===== config.mk =====
export PLATFORM = sky130hd
export DESIGN_NAME = parity_frame_rx
export DESIGN_NICKNAME = d
export VERILOG_FILES = /design/src/rtl/parity_frame_rx.sv
export SDC_FILE = /design/constraint.sdc
export NUM_CORES = 1
export LEC_CHECK = 0
export ABC_AREA = 1
export ABC_CLOCK_PERIOD_IN_PS = 4100
export CORE_MARGIN = 2
export CORE_UTILIZATION = 55
export CTS_CLUSTER_SIZE = 16
export DETAILED_ROUTE_END_ITERATION = 6
export GPL_TIMING_DRIVEN = 0
export PLACE_DENSITY_LB_ADDON = 0.2
export SLEW_MARGIN = 20
export SYNTH_ARGS = -nofsm -noshare
export SYNTH_HDL_FRONTEND = slang
export SYNTH_SLANG_ARGS = --single-unit

===== constraint.sdc =====
create_clock -name clk -period 4.1 [get_ports clk]
set_clock_uncertainty 0.15 [all_clocks]
set_input_delay 0.615 -clock clk [delete_from_list [all_inputs] [get_ports clk]]
set_output_delay 0.615 -clock clk [all_outputs]
set_load 0.02 [all_outputs]

===== src/rtl/parity_frame_rx.sv =====
// parity_frame_rx
// Serial frame receiver: {start, DATA_W data bits MSB first, parity, stop}.
// Checks parity and stop bit, then hands each good word to a one-entry
// valid/ready output buffer. Error and overrun flags are one-cycle pulses.
// All outputs are registered; no input reaches an output combinationally.

module parity_frame_rx #(
  parameter int DATA_W     = 8,
  parameter int ODD_PARITY = 0
) (
  input  logic              clk,
  input  logic              rst,
  input  logic              bit_en,
  input  logic              rx_bit,
  output logic [DATA_W-1:0] out_data,
  output logic              out_valid,
  input  logic              out_ready,
  output logic              parity_err,
  output logic              frame_err,
  output logic              overrun
);

  localparam int   CNT_W   = $clog2(DATA_W) + 1;
  localparam logic PAR_INV = (ODD_PARITY != 0);

  typedef enum logic [1:0] {
    IDLE   = 2'd0,
    DATA   = 2'd1,
    PARITY = 2'd2,
    STOP   = 2'd3
  } state_t;

  // Registered state
  state_t              state_q;
  logic [CNT_W-1:0]    cnt_q;
  logic [DATA_W-1:0]   shreg_q;
  logic                par_ok_q;
  logic [DATA_W-1:0]   out_data_q;
  logic                out_valid_q;
  logic                parity_err_q;
  logic                frame_err_q;
  logic                overrun_q;

  // Next-state values
  state_t              state_d;
  logic [CNT_W-1:0]    cnt_d;
  logic [DATA_W-1:0]   shreg_d;
  logic                par_ok_d;
  logic [DATA_W-1:0]   out_data_d;
  logic                out_valid_d;
  logic                parity_err_d;
  logic                frame_err_d;
  logic                overrun_d;

  logic                good_frame;
  logic                pop;

  // Consumer handshake; out_ready has no effect while the buffer is empty.
  assign pop = out_valid_q & out_ready;

  // State register and all datapath registers, cleared asynchronously.
  always_ff @(posedge clk or posedge rst) begin
    if (rst) begin
      state_q      <= IDLE;
      cnt_q        <= '0;
      shreg_q      <= '0;
      par_ok_q     <= 1'b0;
      out_data_q   <= '0;
      out_valid_q  <= 1'b0;
      parity_err_q <= 1'b0;
      frame_err_q  <= 1'b0;
      overrun_q    <= 1'b0;
    end else begin
      // NOTE: non-blocking assignments so every register updates from the
      // values before this edge, independent of statement order.
      state_q      <= state_d;
      cnt_q        <= cnt_d;
      shreg_q      <= shreg_d;
      par_ok_q     <= par_ok_d;
      out_data_q   <= out_data_d;
      out_valid_q  <= out_valid_d;
      parity_err_q <= parity_err_d;
      frame_err_q  <= frame_err_d;
      overrun_q    <= overrun_d;
    end
  end

  // Frame FSM, parity/stop checking and output-buffer update.
  always_comb begin
    // NOTE: every signal gets a default up front; a path that skips an
    // assignment would otherwise infer a latch.
    state_d      = state_q;
    cnt_d        = cnt_q;
    shreg_d      = shreg_q;
    par_ok_d     = par_ok_q;
    out_data_d   = out_data_q;
    out_valid_d  = out_valid_q;
    parity_err_d = 1'b0;
    frame_err_d  = 1'b0;
    overrun_d    = 1'b0;
    good_frame   = 1'b0;

    if (bit_en) begin
      unique case (state_q)
        IDLE: begin
          // A 0 on an idle line is the start bit.
          if (!rx_bit) begin
            state_d = DATA;
            cnt_d   = '0;
          end
        end

        DATA: begin
          shreg_d = {shreg_q[DATA_W-2:0], rx_bit};
          cnt_d   = cnt_q + CNT_W'(1);
          if (cnt_q == CNT_W'(DATA_W - 1)) begin
            state_d = PARITY;
          end
        end

        PARITY: begin
          // Parity is judged here so the stop cycle only has to pick an outcome.
          par_ok_d = ~((^shreg_q) ^ rx_bit ^ PAR_INV);
          state_d  = STOP;
        end

        STOP: begin
          state_d = IDLE;
          if (!rx_bit) begin
            // A bad stop bit takes precedence over a parity mismatch.
            frame_err_d = 1'b1;
          end else if (!par_ok_q) begin
            parity_err_d = 1'b1;
          end else begin
            good_frame = 1'b1;
          end
        end

        default: state_d = IDLE;
      endcase
    end

    // A word popped in the same cycle frees the slot for the new one.
    if (good_frame) begin
      if (!out_valid_q || pop) begin
        out_data_d  = shreg_q;
        out_valid_d = 1'b1;
      end else begin
        overrun_d = 1'b1;
      end
    end else if (pop) begin
      out_valid_d = 1'b0;
    end
  end

  assign out_data   = out_data_q;
  assign out_valid  = out_valid_q;
  assign parity_err = parity_err_q;
  assign frame_err  = frame_err_q;
  assign overrun    = overrun_q;

endmodule


* Yosys cells after proc, flatten, opt, wreduce, memory -nomap -nowiden
Cells that the tools add are included.
Word-level totals: output and inout bits 12, flip-flop bits (word level) 27
Cells by class: reductions and logical operators 12, muxes and demuxes 21, equality and inequality tests 7, bitwise gates (word level) 3, add/sub/neg operators 1
Operators by type and width (number):
- two-way mux 1 bit | 16
- case mux 2 bit (4 select lines) | 1
- case mux 4 bit (2 select lines) | 1
- AND reduction 2 bit | 4
- parity 8 bit | 1
- AND reduction 3 bit | 2
- adder 4 x 1 -> 4 bit (second input constant) | 1
- equality test 2 bit (second input constant) | 2
- equality test 4 x 3 -> 1 bit (second input constant) | 1
- two-way mux 2 bit | 2
- two-way mux 4 bit | 1
- inequality test 2 bit (second input constant) | 2
- nonzero test 2 bit | 2
- equality test 2 x 1 -> 1 bit (second input constant) | 1
- logical NOT 2 bit | 1
- inequality test 2 x 1 -> 1 bit (second input constant) | 1
- AND 1 bit | 1
- logical NOT 1 bit | 1
- logical OR 1 bit | 1
- inverter 1 bit | 1
- bitwise XOR 1 bit | 1

* Logic depth before layout (Yosys ltp)
Gate-level depths: netlist (run 1).
depth after elaboration 6, depth in mapped cells 9, gate-level depth less buffers 9

* Worst setup path before layout (run 1)
OpenSTA, ideal clock, no wires.
kind reg2reg, start point register state_q[1], end point register shreg_q[2], setup time 127 ps, arrival 1137 ps, setup slack 2686 ps, stages on the path, launching flop included 7, path through dfrtp_1 -> inv_1 -> ha_1 -> nand2_1 -> buf_2 -> nand2_1 -> o21ai_0
On the way: longest elaborated chain between the ends 2
RTL lines:
- start: declaration | RTL line 34 | state_t state_q;
- start signal: assignment | RTL line 76 | state_q <= state_d;
- equality test 2 x 1 -> 1 bit | RTL line 104 | unique case (state_q)
- AND reduction 2 bit (no line)
- end signal: assignment | RTL line 78 | shreg_q <= shreg_d;
- end: declaration | RTL line 36 | logic [DATA_W-1:0] shreg_q;
Every way passes these cells. A chain may end at the register's enable or synchronous reset.

* Worst setup path after layout (run 1)
start point register out_data_q[0] (netlist: out_data[0]), end point output out_data[0]
RTL lines:
- start: declaration | RTL line 38 | logic [DATA_W-1:0] out_data_q;
- start signal: assignment | RTL line 80 | out_data_q <= out_data_d;
- end: declaration | RTL line 15 | output logic [DATA_W-1:0] out_data,
No word-level cell between the ends.

==> impl_metrics.env, run 1 <==
export IMPL_post_cts_buffers=0
export IMPL_die_x_um=53.0
export IMPL_num_vias=959
export IMPL_final_antenna_net_count=0
export IMPL_antenna_found_initial=0
export IMPL_setup_viol=0
export IMPL_endpoint_kind="primary output"
export IMPL_cts_root_buf="clkbuf_4"
export IMPL_grt_pass1_wl_um=3780
export IMPL_syn_to_final_growth_pct=16.9
export IMPL_synthArstFlopShare=1.00
export IMPL_ys_ff_latch=27
export IMPL_critical_path_top_delay_family="buffers and inverters"
export IMPL_viasPerCell=4.89
export IMPL_hold_viol_final=0
export IMPL_grt_overflow_total=0
export IMPL_crit_arrival_ns=1.31
export IMPL_place_inst=192
export IMPL_synth_most_common_cell="nand2_1"
export IMPL_grt_max_degree=28
export IMPL_sw_frac_of_total=0.418
export IMPL_grt_setup_unrepaired="false"
export IMPL_crit_required_ns=3.34
export IMPL_synth_area_um2=1320
export IMPL_peakVddDrop_v=0.000444
export IMPL_synth_ff_type="dfrtp_1"
export IMPL_synth_common_cells="nand2_1 (47), dfrtp_1 (27), inv_1 (18)"
export IMPL_synth_edf_count=0
export IMPL_synth_top_cells_by_area="dfrtp_1 (51%), nand2_1 (13%), o21ai_2 (6.0%), ha_1 (5.7%), inv_1 (5.1%)"
export IMPL_clock_sinks=27
export IMPL_fmax_ghz=0.482
export IMPL_drt_first_pass_iters=4
export IMPL_cts_tree="done"
export IMPL_drv_slew=0
export IMPL_netlist_area_leader_share=0.511
export IMPL_clock_latency_ns=0.32
export IMPL_max_stage_delay_ns=0.60
export IMPL_power_frac_clock=0.115
export IMPL_synthesis_nets=159
export IMPL_power_frac_comb=0.448
export IMPL_final_nets=180
export IMPL_cts_made_buffers=3
export IMPL_startpoint_type="flop"
export IMPL_final_min_clock_period_ns=2.07
export IMPL_synth_largest_area_cell="dfrtp_1"
export IMPL_initial_core_util=0.592
export IMPL_critical_path_class="reg2out"
export IMPL_rows=17
export IMPL_drive_gt1_frac=0.125
export IMPL_hpwl_um=1690
export IMPL_p_leak_nw=0.757
export IMPL_coreArea_um2=2230
export IMPL_cts_resized=0
export IMPL_cp_max_fo=2
export IMPL_wl_per_cell_um=11.1
export IMPL_setup_tns_ns=0
export IMPL_period_share=0.506
export IMPL_postSynthAreaPerCell_um2=8.93
export IMPL_place_worst_setup_slack_ns=2.03
export IMPL_gp_congestion=0.749
export IMPL_clk_pin_slew_worst_paths_ns=0.14
export IMPL_ys_warn_count=0
export IMPL_powerDensity_nw_per_um2=622
export IMPL_slew_headroom=0.385
export IMPL_ys_seq_area_frac=0.511
export IMPL_grt_usage=0.189
export IMPL_status="completed"
export IMPL_slowest_stage="clkdlybuf4s50_1"
export IMPL_crit_path_cell_trace="clkdlybuf4s50_1"
export IMPL_ios=17
export IMPL_finalNonFillerCells=196
export IMPL_p_int_uw=559
export IMPL_synthDistinctLibCells=20
export IMPL_seqPwrFrac=0.436
export IMPL_drc=0
export IMPL_crit_buf_inv=1
export IMPL_worst_slew_pin_slew_ns=0.917
export IMPL_syn_inst=148
export IMPL_die_area_um2=2810
export IMPL_die_height_um=53.0
export IMPL_holdBufCountCts=0
export IMPL_place_area_um2=1520
export IMPL_routed_wl_um=2180
export IMPL_p_switching_uw=402
export IMPL_max_cap_violations=0
export IMPL_fillers=189
export IMPL_whs_ns=0.345
export IMPL_io_buffer_count=16
export IMPL_postLayoutSetupSlackWorst_ns=2.03
export IMPL_antenna_cells=0
export IMPL_drt_iter0_markers=17
export IMPL_design_area_um2=1540
export IMPL_min_path_type="reg2reg"
export IMPL_cts_buffer_depth=2
export IMPL_h_tree_depth=1
export IMPL_grt_pass1_vias=941
-- through the flow --
| stage | power, mW | utilization |
|---|---|---|
| finish | 0.961 | 0.691 |
| global route | 1.06 | 0.691 |
| CTS | 0.971 | 0.691 |
| detailed placement | 0.860 | 0.679 |
| global placement | 0.835 | 0.679 |
| floorplan | 0.735 | - |
-- sequential cells by signal, summed over array words and instances, names as in the netlist --
name and cells:
state_q 2, shreg_q 8, parity_err 1, overrun 1
cnt_q 4, par_ok_q 1, frame_err 1, out_valid 1
out_data 8
-- path summary, 6_finish.rpt --
| path | start | end | slack, ns | cells past startpoint |
|---|---|---|---|---|
| max in group asynchronous | rst | out_data[5] | 2.86 | 2 |
| min | out_data[5] | out_data[5] | 0.34 | 2 |
| max | out_data[0] | out_data[0] | 2.03 | 1 |
| min in group asynchronous | rst | cnt_q[0] | 0.52 | 2 |
| max reg2reg | state_q[1] | shreg_q[3] | 2.44 | 5 |
| min reg2reg | out_data[5] | out_data[5] | 0.34 | 2 |
-- area by class of cell --
type                            instances  area (µm²)  share of cell area
Multi-Input combinational cell         99         554               0.359
Tap cell                               28        35.0              0.0227
Clock buffer                            3        22.5              0.0146
Buffer                                  2        16.3              0.0105
Clock inverter                          1        5.00             0.00324
Sequential cell                        27         676               0.438
Inverter                               20        75.1              0.0486
Timing Repair Buffer                   16         160               0.104
-- cells in the final DEF, fill, tap and decap left out --
cell type and count:
clkdlybuf4s50_1 16, nand2_4 1, nand2_2 2, nand2_1 47, buf_2 1, nand4_2 1, clkbuf_4 3, dfrtp_1 27
xnor2_1 3, clkinv_1 1, nand3_1 7, nand4_1 1, nor3_1 1, o21ai_2 9, xor2_1 2, o21ai_0 11
o31ai_1 3, buf_6 1, a21oi_1 1, ha_1 6, inv_2 2, inv_1 17, clkinv_2 1, nor2_1 4
-- cell families (layout without fill, tap and decap cells) --
group                      count (synthesis)  in the layout  share of synthesized area
AOI/OAI and AO/OA                         24             24                      0.122
buffers and inverters                     22             42                     0.0691
and+or+nand+nor                           64             64                      0.207
DFF                                       27             27                      0.511
adders and majority gates                  6              6                     0.0568
xor gates and xnor gates                   5              5                     0.0331
-- metal layers --
layer | vias to the layer above | track usage | routed length, µm
met5 | - | 0 | 0
met4 | 0 | 0.0513 | 23
met3 | 4 | 0.0593 | 78
met2 | 12 | 0.325 | 1010
met1 | 437 | 0.227 | 1060
li1 | 506 | - | -
-- power by group through the flow --
stage	combinational [mW]	clock, mW	sequential (mW)
CTS	0.436	0.116	0.419
detailed placement	0.435	0	0.425
global route	0.500	0.128	0.433
floorplan	0.292	0	0.443
global placement	0.416	0	0.419
finish	0.431	0.111	0.419
(Power assumes the default switching activity.)
==> run 2, diff against run 1 <==
--- a/config.mk
+++ b/config.mk
@@ -6,9 +6,9 @@
 export NUM_CORES = 1
 export LEC_CHECK = 0
 export ABC_AREA = 1
-export ABC_CLOCK_PERIOD_IN_PS = 4100
+export ABC_CLOCK_PERIOD_IN_PS = 1800
 export CORE_MARGIN = 2
-export CORE_UTILIZATION = 55
+export CORE_UTILIZATION = 48
 export CTS_CLUSTER_SIZE = 16
 export DETAILED_ROUTE_END_ITERATION = 6
 export GPL_TIMING_DRIVEN = 0
==> constraint.sdc (replaced) <==
create_clock -name clk -period 1.8 [get_ports clk]
set_clock_uncertainty 0.15 [all_clocks]
set_input_delay 0.27 -clock clk [delete_from_list [all_inputs] [get_ports clk]]
set_output_delay 0.27 -clock clk [all_outputs]
set_load 0.02 [all_outputs]
==> run 2 against run 1 <==
Hold slack worse by 0.20 ns. Combinational power is 130% higher. Sequential power is 130% higher. Routed wire length is 4.4% higher. Non-clock buffer count stayed put. Design area is 0.32% higher. Critical path depth stayed put. Cell count is 1.5% higher. Largest power group unchanged.
==> impl_metrics.env, run 2 (synthesized netlist as in run 1, its figures left out) <==
export IMPL_met2_length_um=1050
export IMPL_grt_usage=0.166
export IMPL_p_leak_nw=0.758
export IMPL_initial_core_util=0.492
export IMPL_cp_max_fo=2
export IMPL_period_share=0.960
export IMPL_critical_path_class="reg2out"
export IMPL_peakVddDrop_v=0.00102
export IMPL_powerDensity_nw_per_um2=1420
export IMPL_final_cell_mix="nand2_1 (46), dfrtp_1 (27), inv_1 (17)"
export IMPL_io_buffer_count=16
export IMPL_h_tree_depth=1
export IMPL_worstSetupPathDepth=1
export IMPL_coreArea_um2=2690
export IMPL_final_min_clock_period_ns=1.73
export IMPL_drt_iter0_markers=30
export IMPL_rows=19
export IMPL_total_power_mw=2.19
export IMPL_grt_setup_unrepaired="false"
export IMPL_cts_root_buf="clkbuf_4"
export IMPL_clock_sinks=27
export IMPL_syn_to_final_growth_pct=17.2
export IMPL_die_area_um2=3190
export IMPL_crit_arrival_ns=1.31
export IMPL_clock_latency_ns=0.32
export IMPL_drt_first_pass_iters=4
export IMPL_crit_path_cell_trace="clkdlybuf4s50_1"
export IMPL_gp_congestion=0.828
export IMPL_slew_headroom=0.629
export IMPL_power_frac_comb=0.446
export IMPL_drv_slew=0
export IMPL_num_vias=969
export IMPL_final_nets=180
export IMPL_hold_viol_final=0
export IMPL_grt_pass1_wl_um=4150
export IMPL_dr_max_layer_used="met4"
export IMPL_viasPerCell=4.87
export IMPL_fmax_ghz=0.579
export IMPL_seqPwrFrac=0.435
export IMPL_final_antenna_net_count=0
export IMPL_drc=0
export IMPL_slowest_stage="clkdlybuf4s50_1"
export IMPL_crit_required_ns=1.38
export IMPL_antenna_found_initial=0
export IMPL_min_path_type="in2async"
export IMPL_power_frac_clock=0.119
export IMPL_wl_per_cell_um=11.4
export IMPL_endpoint_kind="primary output"
export IMPL_grt_pass1_vias=944
export IMPL_ios=17
export IMPL_met1_length_um=1120
export IMPL_p_int_mw=1.28
export IMPL_layout_commonest_cell="nand2_1"
export IMPL_cts_buffer_depth=2
export IMPL_setup_viol=0
export IMPL_antenna_cells=0
export IMPL_holdBufCountCts=0
export IMPL_die_x_um=56.5
export IMPL_crit_buf_inv=1
export IMPL_max_stage_delay_ns=0.61
export IMPL_setup_tns_ns=0
export IMPL_wl_met3_um=55
export IMPL_cts_made_buffers=3
export IMPL_status="completed"
export IMPL_drive_gt1_frac=0.131
export IMPL_hpwl_um=1680
export IMPL_clk_pin_slew_worst_paths_ns=0.14
export IMPL_critical_path_top_delay_family="buffers and inverters"
export IMPL_grt_overflow_total=0
export IMPL_sw_frac_of_total=0.418
export IMPL_worst_slew_pin_slew_ns=0.556
export IMPL_cts_tree="done"
export IMPL_die_height_um=56.5
export IMPL_p_switching_uw=916
export IMPL_max_cap_violations=0
export IMPL_startpoint_type="flop"
export IMPL_reg2reg_depth=5
export IMPL_grt_max_degree=28
export IMPL_post_cts_buffers=0
export IMPL_routed_wl_um=2270
-- run 2: cell types whose count changed in the layout (fill, tap and decap cells not counted) --
cell and change:
clkinv_2 -1, nand2_2 +1, nand2_1 -1, clkbuf_1 +1, inv_2 +1, clkinv_1 -1
-- run 2: metrics by stage --
stage          instance area, µm²  instances  setup WS, ns  hold slack (ns)   util
2_1_floorplan                1320        148         0.386            0.173      -
3_3_place_gp                 1520        195        0.0822            0.315  0.566
3_5_place_dp                 1520        195        0.0495            0.318  0.566
4_1_cts                      1550        199        0.0576            0.351  0.576
5_1_grt                      1550        199        0.0129            0.195  0.577
6_report                     1550        199        0.0719            0.146  0.577
-- run 2: area by class of cell --
class                           instances  area [µm²]
Fill cell                             248        1140
Timing Repair Buffer                   16         160
Sequential cell                        27         676
Clock buffer                            4        26.3
Inverter                               20        75.1
Multi-Input combinational cell         99         557
Tap cell                               31        38.8
Buffer                                  2        16.3
-- run 2: timing repair --
item / in CTS / in global routing
endpoints found under the setup margin: 0 / 5
endpoints found under the hold margin: 0 / 0
resized for setup: 0 / 1
-- run 2: final timing paths --
kind	from	to	slack (ns)
worst max-delay path	out_data[7]	out_data[7]	0.07
worst min-delay path	rst	overrun	0.15
worst max register to register	state_q[1]	shreg_q[1]	0.23
worst min register to register	out_data[6]	out_data[6]	0.35
max in group asynchronous	rst	out_data[0]	0.98
min in group clk	out_data[6]	out_data[6]	0.35
-- run 2: power groups by stage --
stage                     logic [mW]  registers [mW]  clock network, mW
after floorplan                0.665            1.01                  0
after global placement         0.955           0.956                  0
final                          0.978           0.955              0.262
after detailed placement       0.985           0.963                  0
after CTS                      0.989           0.955              0.266
after global routing            1.13           0.988              0.292
-- run 2: metal layers --
metal | track usage | up-vias
met5 | 0 | -
met4 | 0.0714 | 0
met3 | 0.0207 | 5
met2 | 0.264 | 13
met1 | 0.229 | 443
li1 | - | 508
